==> config.mk <==
export PLATFORM = sky130hd
export DESIGN_NAME = lcd_scanout
export DESIGN_NICKNAME = d
export VERILOG_FILES = /design/src/rtl/gb_video_pkg.sv /design/src/rtl/vga_timing.sv /design/src/rtl/lcd_scanout.sv
export SDC_FILE = /design/constraint.sdc
export NUM_CORES = 1
export LEC_CHECK = 0
export ABC_AREA = 1
export BUFFER_PORTS_ARGS = -buffer_cell sky130_fd_sc_hd__buf_2
export CORE_MARGIN = 3
export CORE_UTILIZATION = 55
export DETAILED_ROUTE_END_ITERATION = 10
export PLACE_DENSITY = 0.78
export REMOVE_ABC_BUFFERS = 1
export SYNTH_ARGS = -nofsm -noshare
export SYNTH_HDL_FRONTEND = slang
export SYNTH_SLANG_ARGS = --single-unit
==> constraint.sdc <==
create_clock -name rdclock -period 2.2 [get_ports rdclock]
set_input_delay 0.44 -clock rdclock [delete_from_list [all_inputs] [get_ports rdclock]]
set_output_delay 0.44 -clock rdclock [all_outputs]
set_load 0.05 [all_outputs]
==> src/rtl/gb_video_pkg.sv <==
// Shared constants and types for the Game Boy to VGA scan-out path:
// 640x480@60 timing, Game Boy frame size, shade palette and border colour.
package gb_video_pkg;

   // VGA 640x480 timing, all counts in pixel clocks / lines
   localparam int H_VISIBLE    = 640;
   localparam int H_SYNC_START = 656;
   localparam int H_SYNC_END   = 752;
   localparam int H_TOTAL      = 800;

   localparam int V_VISIBLE    = 480;
   localparam int V_SYNC_START = 490;
   localparam int V_SYNC_END   = 492;
   localparam int V_TOTAL      = 525;

   // Game Boy LCD resolution
   localparam int GB_W = 160;
   localparam int GB_H = 144;

   typedef struct packed {
      logic [7:0] r;
      logic [7:0] g;
      logic [7:0] b;
   } rgb_t;

   // Shade 0 is the lightest, shade 3 the darkest (classic DMG greens)
   localparam rgb_t PALETTE [4] = '{
      '{8'hE0, 8'hF8, 8'hD0},
      '{8'h88, 8'hC0, 8'h70},
      '{8'h34, 8'h68, 8'h56},
      '{8'h08, 8'h18, 8'h20}
   };

   // Colour of the visible area surrounding the scaled game image
   localparam rgb_t BORDER_RGB = '{8'h40, 8'h40, 8'h40};

endpackage

==> src/rtl/vga_timing.sv <==
// Free-running 800x525 raster counters with raw (undelayed) visible and
// active-low sync flags derived directly from the counter state.
module vga_timing
   import gb_video_pkg::*;
(
   input  logic       i_clk,
   input  logic       i_rst,
   output logic [9:0] o_hc,
   output logic [9:0] o_vc,
   output logic       o_h_last,
   output logic       o_v_last,
   output logic       o_visible,
   output logic       o_hsync_n,
   output logic       o_vsync_n
);

   logic [9:0] r_hc;
   logic [9:0] r_vc;
   logic       w_h_last;
   logic       w_v_last;

   assign w_h_last = (r_hc == 10'(H_TOTAL - 1));
   assign w_v_last = (r_vc == 10'(V_TOTAL - 1));

   // Raster counters: hc runs every clock, vc steps when hc wraps
   always_ff @(posedge i_clk or posedge i_rst) begin
      if (i_rst) begin
         r_hc <= '0;
         r_vc <= '0;
      end else if (w_h_last) begin
         r_hc <= '0;
         r_vc <= w_v_last ? 10'd0 : r_vc + 10'd1;
      end else begin
         r_hc <= r_hc + 10'd1;
      end
   end

   assign o_hc      = r_hc;
   assign o_vc      = r_vc;
   assign o_h_last  = w_h_last;
   assign o_v_last  = w_v_last;
   assign o_visible = (r_hc < 10'(H_VISIBLE)) && (r_vc < 10'(V_VISIBLE));
   assign o_hsync_n = !((r_hc >= 10'(H_SYNC_START)) && (r_hc < 10'(H_SYNC_END)));
   assign o_vsync_n = !((r_vc >= 10'(V_SYNC_START)) && (r_vc < 10'(V_SYNC_END)));

endmodule

==> src/rtl/lcd_scanout.sv <==
// Scans a 160x144 Game Boy frame buffer out to 640x480 VGA, replicating each
// source pixel SCALE times in both directions inside a window placed at
// (H_OFFSET, V_OFFSET). The frame buffer is a synchronous RAM: the address
// issued in cycle N returns pix_in in cycle N+1, and the colour register
// captures it so every output lines up two cycles after the raster counters.
module lcd_scanout
   import gb_video_pkg::*;
#(
   parameter int H_OFFSET = 80,
   parameter int V_OFFSET = 24,
   parameter int SCALE    = 3
) (
   input  logic       rdclock,
   input  logic       reset,
   output logic [7:0] X_read,
   output logic [7:0] Y_read,
   input  logic [1:0] pix_in,
   output logic [7:0] red,
   output logic [7:0] green,
   output logic [7:0] blue,
   output logic       hsync,
   output logic       vsync,
   output logic       blank_n,
   output logic       frame_start
);

   // Window bounds are elaboration-time constants; no runtime arithmetic
   localparam int H_END = H_OFFSET + GB_W * SCALE;
   localparam int V_END = V_OFFSET + GB_H * SCALE;
   localparam int SUB_W = (SCALE > 1) ? $clog2(SCALE) : 1;

   logic [9:0]       w_hc;
   logic [9:0]       w_vc;
   logic             w_h_last;
   logic             w_v_last;
   logic             w_visible;
   logic             w_hsync_n;
   logic             w_vsync_n;
   logic             w_h_win;
   logic             w_v_win;
   logic             w_win;
   logic             w_h_win_last;

   logic [7:0]       r_x;
   logic [SUB_W-1:0] r_xsub;
   logic [7:0]       r_y;
   logic [SUB_W-1:0] r_ysub;

   logic             r_win_s1;
   logic             r_vis_s1;
   logic             r_hs_s1;
   logic             r_vs_s1;
   logic             r_vis_s2;
   logic             r_hs_s2;
   logic             r_vs_s2;
   rgb_t             r_rgb;
   rgb_t             w_rgb_next;

   vga_timing u_timing (
      .i_clk     (rdclock),
      .i_rst     (reset),
      .o_hc      (w_hc),
      .o_vc      (w_vc),
      .o_h_last  (w_h_last),
      .o_v_last  (w_v_last),
      .o_visible (w_visible),
      .o_hsync_n (w_hsync_n),
      .o_vsync_n (w_vsync_n)
   );

   assign w_h_win      = (w_hc >= 10'(H_OFFSET)) && (w_hc < 10'(H_END));
   assign w_v_win      = (w_vc >= 10'(V_OFFSET)) && (w_vc < 10'(V_END));
   assign w_win        = w_h_win && w_v_win;
   assign w_h_win_last = (w_hc == 10'(H_END - 1));

   // Column address: the register is updated from the current counter state
   // so that during each cycle it already names the pixel for that cycle.
   // It steps once per SCALE clocks inside the window and rests at 0 outside.
   always_ff @(posedge rdclock or posedge reset) begin
      if (reset) begin
         r_x    <= '0;
         r_xsub <= '0;
      end else if (w_win && !w_h_win_last) begin
         if (r_xsub == SUB_W'(SCALE - 1)) begin
            r_xsub <= '0;
            if (r_x != 8'(GB_W - 1)) begin
               r_x <= r_x + 8'd1;
            end
         end else begin
            r_xsub <= r_xsub + 1'b1;
         end
      end else begin
         r_x    <= '0;
         r_xsub <= '0;
      end
   end

   // Row address: evaluated at the end of each line; steps once per SCALE
   // window lines, holds after the window and returns to 0 as the frame wraps
   always_ff @(posedge rdclock or posedge reset) begin
      if (reset) begin
         r_y    <= '0;
         r_ysub <= '0;
      end else if (w_h_last) begin
         if (w_v_last) begin
            r_y    <= '0;
            r_ysub <= '0;
         end else if (w_v_win) begin
            if (r_ysub == SUB_W'(SCALE - 1)) begin
               r_ysub <= '0;
               if (r_y != 8'(GB_H - 1)) begin
                  r_y <= r_y + 8'd1;
               end
            end else begin
               r_ysub <= r_ysub + 1'b1;
            end
         end
      end
   end

   // First delay stage: timing flags now line up with pix_in from the RAM
   always_ff @(posedge rdclock or posedge reset) begin
      if (reset) begin
         r_win_s1 <= 1'b0;
         r_vis_s1 <= 1'b0;
         r_hs_s1  <= 1'b1;
         r_vs_s1  <= 1'b1;
      end else begin
         r_win_s1 <= w_win;
         r_vis_s1 <= w_visible;
         r_hs_s1  <= w_hsync_n;
         r_vs_s1  <= w_vsync_n;
      end
   end

   // Colour select: game pixel inside the window, border elsewhere on screen;
   // pix_in is only looked at while the delayed window flag is set
   always_comb begin
      w_rgb_next = '0;
      if (r_win_s1) begin
         w_rgb_next = PALETTE[pix_in];
      end else if (r_vis_s1) begin
         w_rgb_next = BORDER_RGB;
      end
   end

   // Second delay stage: registered colour plus the matching sync/blank flags
   always_ff @(posedge rdclock or posedge reset) begin
      if (reset) begin
         r_vis_s2 <= 1'b0;
         r_hs_s2  <= 1'b1;
         r_vs_s2  <= 1'b1;
         r_rgb    <= '0;
      end else begin
         r_vis_s2 <= r_vis_s1;
         r_hs_s2  <= r_hs_s1;
         r_vs_s2  <= r_vs_s1;
         r_rgb    <= w_rgb_next;
      end
   end

   assign X_read  = r_x;
   assign Y_read  = r_y;
   assign red     = r_rgb.r;
   assign green   = r_rgb.g;
   assign blue    = r_rgb.b;
   assign hsync   = r_hs_s2;
   assign vsync   = r_vs_s2;
   assign blank_n = r_vis_s2;

   // Frame marker follows the raw counters (not the pipeline) and is held
   // low while reset is asserted even though the counters sit at the origin
   assign frame_start = !reset && (w_hc == 10'd0) && (w_vc == 10'd0);

endmodule

# Yosys cells after proc, flatten, opt, wreduce, memory -nomap -nowiden
# Index checks and enable logic that the tools add are counted.
[op_classes]
n_addsub = 6
mul = 0
div_mod_pow = 0
magnitude_cmp = 11
n_eq_ne = 9
shifts = 0
muxes = 19
bitwise = 1
reduce_logical = 21
[ops]
columns = ["cell", "count"]
rows = [
  ["two-way mux 24 bit", 3],
  ["two-way mux 8 bit", 7],
  ["binary-select mux 24 bit (select 2 bit)", 1],
  ["== test 10 bit (second input constant)", 3],
  ["< comparator 10 bit (second input constant)", 3],
  ["< comparator 10 x 9 -> 1 bit (second input constant)", 3],
  ["two-way mux 23 bit", 1],
  ["adder 10 x 1 -> 10 bit (second input constant)", 2],
  ["zero test 10 bit", 2],
  ["two-way mux 10 bit", 2],
  ["adder 8 x 1 -> 8 bit (second input constant)", 2],
  ["!= test 8 bit (second input constant)", 2],
  ["greater-or-equal comparator 10 bit (second input constant)", 1],
  ["greater-or-equal comparator 10 x 5 -> 1 bit (second input constant)", 1],
  ["greater-or-equal comparator 10 x 7 -> 1 bit (second input constant)", 1],
  ["greater-or-equal comparator 10 x 9 -> 1 bit (second input constant)", 1],
  ["two-way mux 2 bit", 5],
  ["logical AND 1 bit", 9],
  ["nonzero test 2 bit", 3],
  ["adder 2 x 1 -> 2 bit (second input constant)", 2],
  ["== test 2 bit (second input constant)", 2],
  ["zero test 1 bit", 4],
  ["!= test 2 x 1 -> 1 bit (second input constant)", 2],
  ["AND reduction 2 bit", 2],
  ["other kinds (3)", 3],
]
[word_totals]
register_bits = 71
latch_bits = 0
ram_bits = 0
romBits = 0
output_inout_bits = 44
elab_cells = 83
memories = 0

# Longest topological paths before layout
# Gate-level depths: netlist (run 1).
[depth]
word_depth = 6
ltp_mapped = 9
ltp_nobuf = 9

# Modules after synthesis
# Synthesis (run 1) repeated with hierarchy kept, for this count alone.
[unflattened]
hier_cells = 410
area_unflattened_um2 = 3215.6
[by_module_without_submodules]
columns = ["module", "instances", "cells_per_inst", "area_each_um2"]
rows = [
  ["lcd_scanout", 1, 253, 1995.7],
  ["vga_timing", 1, 157, 1219.9],
]

# Worst setup path after synthesis (run 1)
# No wires, ideal clock.
[synth_path]
kind = "register -> output"
from = "reg u_timing.r_vc[0], in the netlist u_timing.o_vc[0]"
to = "out frame_start"
arrival_ns = 1.620
t_required_ns = 1.760
slack_ns = 0.140
stages_incl_launch_ff = 7
n_path_buf = 0
path_cell_list = "dfrtp_1 > inv_1 > ha_1 > nand4_1 > nor4_1 > nand2_1 > nor2_1"
[synth_between]
elab_chain_len = 2
[synth_lines]
columns = ["item", "line", "source"]
rows = [
  ["from (decl)", "vga_timing.sv:18", "logic [9:0] r_vc;"],
  ["from (signal assigned)", "vga_timing.sv:32", "r_vc <= w_v_last ? 10'd0 : r_vc + 10'd1;"],
  ["zero test 10 bit", "lcd_scanout.sv:173", "assign frame_start = !reset && (w_hc == 10'd0) && (w_vc == 10'd0);"],
  ["logical AND 1 bit", "lcd_scanout.sv:173", ""],
  ["to (decl)", "lcd_scanout.sv:24", "output logic frame_start"],
]
# No other way between the ends.

# Final worst setup path (run 1)
# Same ends and word-level chain as after synthesis.

==> flow_summary.ini, run 1 <==
[sta]
skew_ns = 0.00846
final.setup.worst_slack_ns = 0.0677
holdWs_ns = 0.111
drv_slew = 0
finalSetupViolCount = 0
hold_viol = 0
tns_ns = 0
fin_crit_sh = 0.969
timing.fmax_ghz = 0.469
fin_crit_ns = 2.13

[synth]
synthAdderAreaFrac = 0.0408
ys_warn_count = 0
ys_seq_elements = 57
synthFlopType = dfrtp_1
synth_cells = 362
syn_area_per_cell_um2 = 8.47
synth_xor_area_frac = 0.0343
synth_area_um2 = 3070
synthDistinctLibCells = 39
yosys.area_share.simple = 0.300
synth_compound_area_frac = 0.0596
synthArstFlopShare = 1.00
synth_top_family_by_area = simple AND/OR/NAND/NOR gates
muxShareOfSynthArea = 0
seq_area_frac_synth = 0.467
synth_edf_count = 0

[worst_setup_path]
ff2ff_setup_slack_ns = 0.54
arrival_ns = 1.69
worstSetupEndpointType = output pin
worstReg2RegStart = u_timing.o_hc[0]$_DFF_PP0_
worstPathRequired_ns = 1.76
worstPathMaxFanout = 3
r2r_end = u_timing.o_vc[3]$_DFFE_PP0N_
start_kind = flop
rr_worst_depth = 6
critPathKind = flop to output pin

[global_routing]
overflow = 0
grt_pass1_vias = 2275
grt_usage = 0.200
grt_pass1_wl_um = 9950
antenna_found_initial = 0
grt_max_degree = 40

[cells_and_area]
n_fill_cell = 414
final_cell_mix = nand2_1 (71), dfrtp_1 (53), nor2_1 (51)
multi_input_area_um2 = 1390
num_antenna_cells = 0
utilization = 0.672
layout.nets = 419
drive_above_1_share = 0.224
final-seq-area_um2 = 1430
layout_commonest_cell = nand2_1
syn_to_final_growth_pct = 14.8
design_area_um2 = 3520

[detailed_routing]
wl_met1_um = 2750
drt_wl_total_um = 6160
dr.pass1.iters = 6
drtIter0Drc = 185
postRouteAntennaNets = 0
vias = 2562
wl_met3_um = 428
drc = 0
dr_wl_met2_um = 2840
topRoutingLayerUsed = met4
wire_per_inst_um = 12.8
vias_per_cell = 5.34

[place]
place_congestion = 0.931
hpwl_um = 4400
pre_cts_slack_ns = 0.347
place_area_um2 = 3280
io_buffers = 40

[cts]
numClockSinks = 57
clock_latency_ns = 0.33
postCtsSetupRepairBufs = 0
cts.repair.resized = 1
postCtsHoldBufs = 0
path_clk_slew_ns = 0.07
cts_buffer_depth = 2
cts_tree = done
htreeDepth = 3
cts-buffers-inserted = 9
cts-root-buf = clkbuf_8

[power_and_ir_drop]
irDropWorstVdd_v = 0.000429
power_density_nw_per_um2 = 611
leakagePower_nw = 1.77

[floorplan]
initial_core_util = 0.585
chipWidth_um = 80.7
die_area_um2 = 6510
num_io_pins = 48
die_h_um = 80.7
rows = 26
core_area_um2 = 5240

[status]
status = finished, final reports clean

[min_path]
min_path_type = primary input to async pin

[job]
maxCapViolations = 0
-- worst max path at each step --
stage / start / end
final: u_timing.o_vc[0]$_DFFE_PP0N_ / frame_start
after global routing: u_timing.o_vc[0]$_DFFE_PP0N_ / frame_start
after CTS: u_timing.o_vc[1]$_DFFE_PP0N_ / frame_start
after detailed placement: u_timing.o_vc[1]$_DFFE_PP0N_ / frame_start
after global placement: u_timing.o_vc[1]$_DFFE_PP0N_ / frame_start
after floorplan: u_timing.o_vc[0]$_DFFE_PP0N_ / frame_start
-- cells by family (layout without fill, tap and decap cells) --
group           count (synthesis)  count (layout)
compound gates                 28              28
xor+xnor                       12              12
fa+ha+maj                      10              10
buf+inv                        62             104
flops                          57              57
other cells                     1               7
simple gates                  192             192
-- critical path, stage by stage (launching register included) --
cell and delay [ns]:
dfrtp_1 0.40, inv_2 0.10, ha_4 0.15, nand4_1 0.14, nor4_2 0.20, nand2_1 0.10
nor2_2 0.12, buf_6 0.17
-- per-stage QoR --
step                      instances  total power [W]
after global routing            480          0.00223
after CTS                       480          0.00217
final                           480          0.00215
after detailed placement        464          0.00113
after global placement          464          0.00113
after floorplan                 353          0.00111
-- final cells by class --
class                   instances  share of cell area
well taps                      70              0.0249
repair buffers                 41              0.0644
inverters                      47              0.0512
clock buffers                  12              0.0384
clock inverters                 4              0.0199
multi-input cells             249               0.394
flip-flops and latches         57               0.407
-- per-layer routing --
metal	global-route usage	up-vias
met1	0.263	1194
met2	0.314	105
met4	0.105	0
met5	0	-
met3	0.0336	20
li1	-	1243
-- power by group --
group	internal [W]	switching (W)	leakage (nW)
combinational	0.00000777	0.0000527	0.919
clock	0.000635	0.000406	0.104
sequential	0.00105	0	0.748
total	0.00169	0.000459	1.77
-- state kept, by name (all words and copies together) (netlist names), 2 cells and up --
signal	cells
r_ysub	2
blue	5
X_read	8
u_timing.o_vc	10
r_xsub	2
green	3
red	2
Y_read	8
u_timing.o_hc	10
-- synth_stat cells, drive strengths merged, types with 5 or more instances --
master / number / area, um2
dfrtp: 53 / 1330
nand4: 18 / 113
xor2: 10 / 87.6
nor2: 57 / 236
a21oi: 5 / 28.8
nand2: 76 / 308
nor3: 13 / 85.1
o21ai: 16 / 103
ha: 10 / 125
buf: 15 / 116
inv: 45 / 171
nand3: 20 / 123
(Power assumes the default switching activity.)
==> run 2, diff against run 1 <==
--- a/config.mk
+++ b/config.mk
@@ -6,12 +6,13 @@
 export NUM_CORES = 1
 export LEC_CHECK = 0
 export ABC_AREA = 1
-export BUFFER_PORTS_ARGS = -buffer_cell sky130_fd_sc_hd__buf_2
 export CORE_MARGIN = 3
 export CORE_UTILIZATION = 55
 export DETAILED_ROUTE_END_ITERATION = 10
-export PLACE_DENSITY = 0.78
+export DONT_BUFFER_PORTS = 1
+export PLACE_DENSITY = 0.7
 export REMOVE_ABC_BUFFERS = 1
 export SYNTH_ARGS = -nofsm -noshare
 export SYNTH_HDL_FRONTEND = slang
+export SYNTH_HIERARCHICAL = 1
 export SYNTH_SLANG_ARGS = --single-unit
==> run 2 against run 1 <==
  * Cell count increased by 5.8%
  * Clock skew increased by 0.0012 ns
  * Flip-flop and latch count unchanged
  * Synthesized cell count increased by 13%
  * Register-to-register slack got worse by 0.11 ns
==> flow_summary.ini, run 2 <==
[cells_and_area]
final-seq-area_um2 = 1430
layout.nets = 445
num_antenna_cells = 0
syn_to_final_growth_pct = 10.1
layout_commonest_cell = nand2_1
n_fill_cell = 502
final_cell_mix = nand2_1 (106), nor2_1 (63), inv_1 (54)
drive_above_1_share = 0.165
multi_input_area_um2 = 1470

[floorplan]
rows = 27
die_area_um2 = 6800
initial_core_util = 0.577
core_area_um2 = 5570
chipWidth_um = 82.5
num_io_pins = 48
die_h_um = 82.5

[status]
status = finished, final reports clean

[cts]
cts_tree = done
postCtsHoldBufs = 0
path_clk_slew_ns = 0.07
cts_buffer_depth = 2
numClockSinks = 57
cts.repair.resized = 0
clock_latency_ns = 0.35
htreeDepth = 3
cts-buffers-inserted = 9
cts-root-buf = clkbuf_8
postCtsSetupRepairBufs = 0

[synth]
syn_area_per_cell_um2 = 7.84
ys_seq_elements = 57
synthArstFlopShare = 1.00
synth_top_area_frac = 0.412
synth_top_cell_by_area = dfrtp_1
ys_top_cells_by_area = dfrtp_1 (41%), nand2_1 (12%), nor2_1 (7.4%)
synth_area_um2 = 3220
synthDistinctLibCells = 32
synthFlopType = dfrtp_1
seq_area_frac_synth = 0.445
synth_common_cells = nand2_1 (106), nor2_1 (63), inv_1 (54), dfrtp_1 (53), nand3_1 (20)
post-synth-top-count-cell = nand2_1
ys_warn_count = 6
synth_cells = 410
synth_edf_count = 0

[worst_setup_path]
critPathKind = flop to output pin
arrival_ns = 1.66
worstReg2RegStart = u_timing/o_hc[0]$_DFF_PP0_
rr_worst_depth = 6
worstSetupEndpointType = output pin
start_kind = flop
ff2ff_setup_slack_ns = 0.43
r2r_end = Y_read[6]$_DFFE_PP0P_
worstPathMaxFanout = 7
worstPathRequired_ns = 1.76

[sta]
worst_pin_slew_ns = 0.771
hold_viol = 0
fin_crit_sh = 0.954
skew_ns = 0.00964
finalSetupViolCount = 0
slew_headroom = 0.485
rsz0062_at_grt = false
timing.fmax_ghz = 0.476
final.setup.worst_slack_ns = 0.101
fin_crit_ns = 2.10
drv_slew = 0

[detailed_routing]
drc = 0
vias_per_cell = 5.00
drtIter0Drc = 126
drt_wl_total_um = 6240
dr.pass1.iters = 4
postRouteAntennaNets = 0
vias = 2542
wire_per_inst_um = 12.3

[power_and_ir_drop]
irDropWorstVdd_v = 0.000289
leakagePower_nw = 1.85
netSwitchingFraction = 0.259
clkPwrFrac = 0.439
share_comb_of_total_power = 0.027
power.internal_w = 0.00146
power_density_nw_per_um2 = 555
p_switching_w = 0.000508
power_frac_seq = 0.534
power_w = 0.00196

[global_routing]
overflow = 0
antenna_found_initial = 0
grt_max_degree = 38
grt_pass1_vias = 2363
grt_usage = 0.207
grt_pass1_wl_um = 10500

[place]
place_congestion = 0.914
hpwl_um = 4490
io_buffers = 0
pre_cts_slack_ns = 0.446

[job]
maxCapViolations = 0

[min_path]
min_path_type = primary input to async pin
==> run 2: cell types whose count changed in the layout (fill, tap and decap cells not counted), moves of 3 or more <==
cell / change
nand3_1: +3
buf_4: +21
nand2_2: +3
nor2_2: +7
nor3_1: -6
nor2_1: +12
nor3_2: -4
buf_2: -39
inv_1: +17
inv_2: -4
clkbuf_1: -3
nand2_1: +35
==> run 2: per-stage QoR <==
stage / setup TNS [ns] / instances / hold slack [ns] / instance area [um2] / utilization
2_1_floorplan: -0.437 / 399 / 0.345 / 3110 / -
3_3_place_gp: 0 / 492 / 0.346 / 3370 / 0.604
3_5_place_dp: 0 / 492 / 0.350 / 3370 / 0.604
4_1_cts: 0 / 508 / 0.118 / 3540 / 0.635
5_1_grt: 0 / 508 / 0.133 / 3540 / 0.635
6_report: 0 / 508 / 0.116 / 3540 / 0.635
==> run 2: cells by family (layout without fill, tap and decap cells) <==
| kind of cell | count (synthesis) | in the layout | synth area share |
|---|---|---|---|
| other cells | 1 | 7 | 0.00117 |
| xor+xnor | 14 | 14 | 0.0381 |
| compound gates | 19 | 19 | 0.0381 |
| fa+ha+maj | 10 | 10 | 0.0389 |
| simple gates | 235 | 235 | 0.333 |
| buf+inv | 74 | 94 | 0.105 |
| flops | 57 | 57 | 0.445 |
==> run 2: power groups by stage <==
| stage | Combinational, W | Clock, W | Sequential, W |
|---|---|---|---|
| after detailed placement | 0.0000541 | 0 | 0.00107 |
| final | 0.0000528 | 0.000863 | 0.00105 |
| after floorplan | 0.0000455 | 0 | 0.00107 |
| after CTS | 0.0000545 | 0.000892 | 0.00105 |
| after global placement | 0.0000537 | 0 | 0.00107 |
| after global routing | 0.0000589 | 0.000937 | 0.00105 |
==> run 2: area by class of cell <==
class	count	area share
clock buffers	9	0.0350
multi-input cells	285	0.416
inverters	57	0.0604
well taps	72	0.0255
clock inverters	7	0.0134
flip-flops and latches	57	0.405
repair buffers	21	0.0445
==> run 2: metal layers <==
layer | vias to the layer above | wire (um) | global-route usage
met4 | 0 | 120 | 0.121
met1 | 1176 | 2980 | 0.274
met3 | 9 | 299 | 0.0445
met2 | 50 | 2840 | 0.311
met5 | - | 0 | 0
li1 | 1307 | - | -
==> run 2: how the worst max path moves through the flow <==
stage                               startpoint                     to  depth (start not counted)
global route        u_timing/o_hc[6]$_DFF_PP0_            frame_start                          4
detailed placement  u_timing/o_hc[0]$_DFF_PP0_  Y_read[3]$_DFFE_PP0P_                          6
finish              u_timing/o_hc[6]$_DFF_PP0_            frame_start                          4
CTS                 u_timing/o_hc[6]$_DFF_PP0_            frame_start                          4
global placement    u_timing/o_hc[0]$_DFF_PP0_  Y_read[7]$_DFFE_PP0P_                          6
floorplan           u_timing/o_hc[7]$_DFF_PP0_            frame_start                          3
==> run 2: critical path, cell delays in order, from the launching register on <==
cell	delay, ns
dfrtp_1	0.46
nor2_1	0.20
nand4_1	0.13
nor4_2	0.27
buf_4	0.25
==> run 3, diff against run 2 <==
--- a/config.mk
+++ b/config.mk
@@ -7,11 +7,9 @@
 export LEC_CHECK = 0
 export ABC_AREA = 1
 export CORE_MARGIN = 3
-export CORE_UTILIZATION = 55
+export CORE_UTILIZATION = 40
 export DETAILED_ROUTE_END_ITERATION = 10
 export DONT_BUFFER_PORTS = 1
-export PLACE_DENSITY = 0.7
-export REMOVE_ABC_BUFFERS = 1
 export SYNTH_ARGS = -nofsm -noshare
 export SYNTH_HDL_FRONTEND = slang
 export SYNTH_HIERARCHICAL = 1
==> run 3 against run 2 <==
  * Core utilization down 17 points
  * Combinational power is 4.7% higher
  * Die area rose by 35%
  * Via count fell by 0.83%
  * Largest power group unchanged
  * Power up 8.2%
  * Cell count increased by 5.9%
  * Wire length is 1.3% higher
  * Critical path depth unchanged
  * Hold slack worse by 0.10 ns
  * Register-to-register slack worse by 0.05 ns
==> flow_summary.ini, run 3 (synthesized netlist as in run 2, its figures left out) <==
[power_and_ir_drop]
irDropWorstVdd_v = 0.000271
power_frac_seq = 0.494
share_comb_of_total_power = 0.026
power_density_nw_per_um2 = 584
leakagePower_nw = 1.88
clkPwrFrac = 0.480
netSwitchingFraction = 0.214
power_w = 0.00212
p_switching_w = 0.000454
power.internal_w = 0.00167

[worst_setup_path]
start_kind = flop
worstSetupEndpointType = output pin
worstPathMaxFanout = 7
arrival_ns = 1.63
worstPathRequired_ns = 1.76
startpoint = u_timing/o_hc[7]$_DFF_PP0_
rr_worst_depth = 6
worstReg2RegStart = u_timing/o_hc[0]$_DFF_PP0_
critPathKind = flop to output pin

[floorplan]
die_h_um = 95.7
num_io_pins = 48
die_area_um2 = 9150
chipWidth_um = 95.7
initial_core_util = 0.414
rows = 32
core_area_um2 = 7770

[cts]
cts-buffers-inserted = 9
postCtsHoldBufs = 0
clock_latency_ns = 0.33
cts_buffer_depth = 2
postCtsSetupRepairBufs = 0
path_clk_slew_ns = 0.07
cts-root-buf = clkbuf_8
htreeDepth = 3
cts.repair.resized = 0
cts_tree = done
numClockSinks = 57

[job]
maxCapViolations = 0

[cells_and_area]
syn_to_final_growth_pct = 13.0
multi_input_area_um2 = 1480
num_antenna_cells = 0
drive_above_1_share = 0.165
final_cell_mix = nand2_1 (106), nor2_1 (62), inv_1 (54)
final-seq-area_um2 = 1430
n_fill_cell = 777
design_area_um2 = 3630
layout.nets = 445
layout_commonest_cell = nand2_1

[sta]
slew_headroom = 0.487
drv_slew = 0
hold_viol = 0
timing.fmax_ghz = 0.484
rsz0062_at_grt = false
skew_ns = 0.00904
worst_pin_slew_ns = 0.769
fin_crit_ns = 2.07
tns_ns = 0
fin_crit_sh = 0.939
finalSetupViolCount = 0
final.setup.worst_slack_ns = 0.134

[detailed_routing]
postRouteAntennaNets = 0
drt_wl_total_um = 6320
dr.pass1.iters = 7
vias = 2521
wire_per_inst_um = 11.7
vias_per_cell = 4.69
drc = 0
drtIter0Drc = 158

[global_routing]
grt_max_degree = 28
grt_pass1_vias = 2355
grt_usage = 0.148
antenna_found_initial = 0
overflow = 0
grt_pass1_wl_um = 10600

[place]
pre_cts_slack_ns = 0.406
place_congestion = 0.894
place_area_um2 = 3420
hpwl_um = 4620
io_buffers = 0

[min_path]
min_path_type = primary input to async pin

[status]
status = finished, final reports clean
## run 3: cell types whose count changed in the layout (fill, tap and decap cells not counted), moves of 2 or more
cell / before / now
clkbuf_8: 9 / 12
clkbuf_1: 0 / 2
clkinvlp_4: 2 / 0
clkinv_2: 3 / 1
clkinv_4: 2 / 0
## run 3: critical path, cell delays in order (launching register included)
cell,delay [ns]
dfrtp_1,0.46
nor2_2,0.18
nand4_1,0.13
nor4_2,0.28
buf_4,0.25
## run 3: power groups by stage
stage	clock, W	combinational (W)	sequential [W]
floorplan	0	0.0000553	0.00107
global placement	0	0.0000569	0.00107
detailed placement	0	0.0000572	0.00107
CTS	0.00105	0.0000573	0.00105
global route	0.00110	0.0000632	0.00105
finish	0.00102	0.0000553	0.00105
## run 3: metal layers
layer  share of wire  wire (um)  up-vias  track usage
met1            0.45       2860     1178        0.189
li1                -          -     1295            -
met5               0          0        -            0
met3           0.053        336        4       0.0481
met4          0.0073         46        0       0.0545
met2            0.49       3070       44        0.234
## run 3: final timing paths
path / endpoint / slack [ns]
setup / recovery: frame_start / 0.13
hold reg to reg: vsync$_DFF_PP1_ / 0.36
setup reg to reg: Y_read[4]$_DFFE_PP0P_ / 0.38
hold / removal: X_read[3]$_DFFE_PP0P_ / 0.02
max in group asynchronous: u_timing/o_hc[8]$_DFF_PP0_ / 1.58
min in group rdclock: green[5]$_DFF_PP0_ / 0.17
## run 3: cell type report
class | count | share of cell area
clock buffer | 14 | 0.0475
multi-input combinational | 285 | 0.408
timing repair buffer | 21 | 0.0468
inverter | 57 | 0.0589
tap | 102 | 0.0351
clock inverter | 2 | 0.00964
sequential | 57 | 0.394
## run 3: through the flow
step	hold slack, ns	util	std cells
2_1_floorplan	0.345	-	416
3_3_place_gp	0.345	0.440	522
3_5_place_dp	0.349	0.440	522
4_1_cts	0.0138	0.467	538
5_1_grt	0.0347	0.468	538
6_report	0.0157	0.468	538
